==> src/rtl/instr_issue_queue.sv <==
// instr_issue_queue: FIFO of instruction words issued one at a time to the control FSM with a run pulse and done handshake
module instr_issue_queue #(
  parameter int DATA_W = 8,
  parameter int FUNC_W = 2,
  parameter int DEPTH  = 4
) (
  input  logic                      clk,
  input  logic                      reset,
  input  logic                      instr_valid,
  input  logic [FUNC_W+3+DATA_W-1:0] instr_data,
  output logic                      instr_ready,
  output logic [FUNC_W-1:0]         func,
  output logic [2:0]                input1,
  output logic [DATA_W-1:0]         input2,
  output logic                      run,
  input  logic                      done,
  output logic                      busy,
  output logic [$clog2(DEPTH):0]    level,
  output logic [7:0]                issued_cnt
);
  localparam int IW = FUNC_W + 3 + DATA_W;
  localparam int AW = $clog2(DEPTH);
  localparam int LW = AW + 1;
  typedef enum logic [1:0] {IDLE, ISSUE, WAIT} state_t;
  state_t state;
  logic [IW-1:0] mem [DEPTH];
  logic [AW-1:0] head, tail;
  logic [IW-1:0] head_word;
  logic push, pop;
  assign instr_ready = !reset && (level != LW'(DEPTH));
  assign push = instr_valid && instr_ready;
  assign pop = (state == WAIT) && done;
  assign busy = (state != IDLE);
  assign head_word = mem[head];
  always_ff @(posedge clk)
    if (push) mem[tail] <= instr_data;
  always_ff @(posedge clk or posedge reset) begin
    if (reset) begin
      head <= '0;
      tail <= '0;
      level <= '0;
      state <= IDLE;
      run <= 1'b0;
      func <= '0;
      input1 <= '0;
      input2 <= '0;
      issued_cnt <= '0;
    end else begin
      if (push) tail <= tail + AW'(1);
      if (pop) head <= head + AW'(1);
      level <= level + LW'(push) - LW'(pop);
      run <= 1'b0;
      case (state)
        IDLE: if (level != '0) begin
          state <= ISSUE;
          run <= 1'b1;
          func <= head_word[IW-1 -: FUNC_W];
          input1 <= head_word[DATA_W+2 -: 3];
          input2 <= head_word[DATA_W-1:0];
        end
        ISSUE: state <= WAIT;
        WAIT: if (done) begin
          state <= IDLE;
          issued_cnt <= issued_cnt + 8'd1;
        end
        default: state <= IDLE;
      endcase
    end
  end
endmodule

==> config.mk <==
export PLATFORM = sky130hd
export DESIGN_NAME = instr_issue_queue
export DESIGN_NICKNAME = d
export VERILOG_FILES = /design/src/rtl/instr_issue_queue.sv
export SDC_FILE = /design/constraint.sdc
export NUM_CORES = 1
export LEC_CHECK = 0
export ABC_AREA = 1
export CORE_MARGIN = 2
export CORE_UTILIZATION = 45
export CTS_BUF_LIST = sky130_fd_sc_hd__clkbuf_8
export DETAILED_ROUTE_END_ITERATION = 6
export PLACE_DENSITY = 0.69
export SLEW_MARGIN = 25
export SYNTH_ARGS = -nofsm -noshare
export SYNTH_HDL_FRONTEND = slang
export SYNTH_SLANG_ARGS = --single-unit
==> constraint.sdc <==
create_clock -name clk -period 1.8 [get_ports clk]
set_input_delay 0.27 -clock clk [delete_from_list [all_inputs] [get_ports clk]]
set_output_delay 0.27 -clock clk [all_outputs]
set_load 0.005 [all_outputs]
==> results.sh <==
export IMPL_dieArea_um2=8780
export IMPL_htreeDepth=3
export IMPL_syn_area_um2=3620
export IMPL_setup_tns_ns=0
export IMPL_rows=32
export IMPL_netSwitchingPower_w=0.00237
export IMPL_insertion_delay_ns=0.35
export IMPL_die_h_um=93.7
export IMPL_routed_wl_um=6800
export IMPL_cts_setup_buffers=0
export IMPL_grt_total_usage_pct=17.5
export IMPL_powerDensity_nw_per_um2=1500
export IMPL_critPathTopFamily="adder cells"
export IMPL_maxSlewViolCount=0
export IMPL_drt_iter0_drc=160
export IMPL_worstSetupEndpointType="flop"
export IMPL_ys_top_cells_by_area="edfxtp_1 43%, dfrtp_1 21%, nand2_1 13%"
export IMPL_min_path_type="in2async"
export IMPL_ant_nets=0
export IMPL_max_freq_ghz=0.562
export IMPL_design_area_um2=4540
export IMPL_cellLeakagePower_nw=2.15
export IMPL_final_cell_mix="125 x nand2_1, 75 x inv_1, 52 x edfxtp_1, 41 x clkdlybuf4s50_1, 37 x nand3_1"
export IMPL_final_nets=457
export IMPL_drc=0
export IMPL_synth_top_area_share_pct=43.1
export IMPL_cts_buffers_inserted=9
export IMPL_slew_headroom_pct=66.8
export IMPL_cts_root_buf="clkbuf_8"
export IMPL_clock_skew_ns=0.00834
export IMPL_ios=44
export IMPL_switching_share_pct=34.6
export IMPL_critPathSlowestCell="clkdlybuf4s50_1"
export IMPL_cp_slowest_stage_delay_ns=0.47
export IMPL_area_delta_synth_final_pct=25.5
export IMPL_grt_pass1_wl_um=11400
export IMPL_finalSetupViolCount=0
export IMPL_intPower_w=0.00447
export IMPL_io_buffers=43
export IMPL_critPathLaunchType="input port"
export IMPL_status="complete, no violations"
export IMPL_detail_route_first_pass_iterations=4
export IMPL_initial_core_util_pct=46.6
export IMPL_pwr_share_comb_pct=39.1
export IMPL_crit_type="in2reg"
export IMPL_holdWs_ns=0.453
export IMPL_core_um2=7770
export IMPL_fillCellCount=676
export IMPL_finalHoldViolCount=0
export IMPL_fp_dieW_um=93.7
export IMPL_path_clk_slew_ns=0.08
export IMPL_yosysSeqAreaShare_pct=64.5
export IMPL_vias=2457
export IMPL_timing_critical_path_mode_cell="ha_4"
export IMPL_antenna_cells=0
export IMPL_rsz0062_at_grt="yes"
export IMPL_synth_mux_area_share_pct=0
export IMPL_cts_tree="done"
export IMPL_synth_distinct_cells=17
export IMPL_worstPathArrival_ns=2.02
export IMPL_drive_above_1_share_pct=11.0
export IMPL_yosys_area_share_xor_xnor_pct=1.69
export IMPL_max_vdd_ir_drop_v=0.000508
export IMPL_synth_simple_area_share_pct=19.9
export IMPL_post_dp_cell_area_um2=4320
export IMPL_synth_top_family_by_area="simple AND/OR/NAND/NOR gates"
export IMPL_dp_cells=523
export IMPL_synth_fp_nets=393
export IMPL_grt_pass1_vias=2449
export IMPL_p_clk_share_pct=20.7
export IMPL_crit_chain="clkdlybuf4s50_1 -> clkinvlp_4 -> nand3_4 -> ha_4 -> inv_2 -> ha_4 -> fa_2 -> xnor2_2 -> xor2_1"
export IMPL_cts_num_sinks=83
export IMPL_timing_final_crit_share_pct=98.9
export IMPL_final_common_cell="nand2_1"
export IMPL_avgSynthCellArea_um2=9.84
export IMPL_synth_ff_latch_count=83
export IMPL_clock_path_buffers=2
export IMPL_routabilityCongestion=0.756
export IMPL_dp_hpwl_um=4470
export IMPL_grt_overflow=0
export IMPL_syn_inst=368
export IMPL_cp_max_fo=2
export IMPL_drv_cap=0
export IMPL_wire_per_inst_um=12.6
export IMPL_synth_top_cell_by_area="edfxtp_1"
export IMPL_fin_crit_ns=1.78
export IMPL_total_power_w=0.00683
export IMPL_grt_max_degree=32
export IMPL_tightest_slew_ns=0.497
export IMPL_avgViaCountPerCell=4.56
export IMPL_worst_path_buf_inv=3
export IMPL_antenna_found_initial=0
export IMPL_synthAdderAreaFrac_pct=2.97
export IMPL_worstPathRequired_ns=2.04
export IMPL_cts_hold_buf=0
export IMPL_synth_compound_area_share_pct=0.864
export IMPL_stdcell_count=539
export IMPL_seq_power_share_pct=40.2
export IMPL_yosys_warnings=0
cell type report:
cell class | count | area, um^2 | area share [%]
clock inverter | 7 | 85.1 | 1.87
tap | 102 | 128 | 2.81
sequential | 83 | 2340 | 51.4
multi-input combinational | 198 | 978 | 21.5
clock buffer | 9 | 124 | 2.73
timing repair buffer | 62 | 596 | 13.1
inverter | 78 | 297 | 6.53
synthesized netlist by cell type:
master    number
a21oi_1        3
a21oi_4        1
buf_2          4
buf_4          2
buf_6          3
dfrtp_1       31
edfxtp_1      52
fa_1           1
ha_1           7
inv_1         76
inv_2          2
nand2_1      126
nand3_1       38
nor2_1        14
nor2_2         1
xnor2_1        2
xor2_1         5
power by group through the flow:
stage | clock network, W | registers [W] | logic [W]
after global placement | 0 | 0.00277 | 0.00261
final | 0.00141 | 0.00275 | 0.00267
after CTS | 0.00144 | 0.00275 | 0.00268
after global routing | 0.00152 | 0.00280 | 0.00307
after detailed placement | 0 | 0.00279 | 0.00268
after floorplan | 0 | 0.00280 | 0.00155
worst reg2reg max path, cell delays in order (launching register included):
cell     delay (ns)
dfrtp_1        0.37
nor2_2         0.06
nand2_2        0.07
nand3_4        0.08
ha_4           0.27
inv_2          0.04
ha_4           0.15
fa_2           0.35
xnor2_2        0.14
xor2_1         0.14
registers in the layout, indices dropped and copies added (netlist names):
register and count:
tail 2, mem 52, state 2, issued_cnt 8, level 3, run 1
input2 8, func 2, head 2, input1 3
layer usage:
layer | track usage [%] | up-vias | wire [um]
met3 | 3.77 | 10 | 299
met4 | 8.82 | 0 | 127
met2 | 30.5 | 51 | 3520
met5 | 0 | - | 0
met1 | 20.2 | 1143 | 2860
li1 | - | 1253 | -
worst paths after layout:
kind                                   to  startpoint  cells after the start  slack (ns)
worst max-delay path             level[2]       reset                      9        0.02
worst min-delay path             state[0]       reset                      3        0.45
worst max register to register   level[2]    level[1]                      9        0.03
worst min register to register    func[1]     func[1]                      2        0.47
max in group asynchronous       input2[3]       reset                      3        1.06
min in group clk                  func[1]     func[1]                      2        0.47
repair_timing:
| action | 4_1_cts | 5_1_grt |
|---|---|---|
| hold endpoints to repair | 0 | 0 |
| gates resized for setup | 4 | 3 |
| endpoints found under the setup margin | 2 | 1 |
stage by stage:
stage          utilization [%]  setup slack (ns)
3_3_place_gp              55.6            -0.328
5_1_grt                   58.5           -0.0308
3_5_place_dp              55.6            -0.367
6_report                  58.5            0.0200
4_1_cts                   58.3           0.00741
2_1_floorplan                -            -0.270
cell families (layout without fill, tap and decap cells):
kind of cell	after synthesis	count (layout)
xor gates and xnor gates	7	7
DFF	83	83
and+or+nand+nor	179	179
adders and majority gates	8	8
buffers and inverters	87	156
AOI/OAI and AO/OA	4	4
Note: power is estimated with default switching activity, not from simulation.
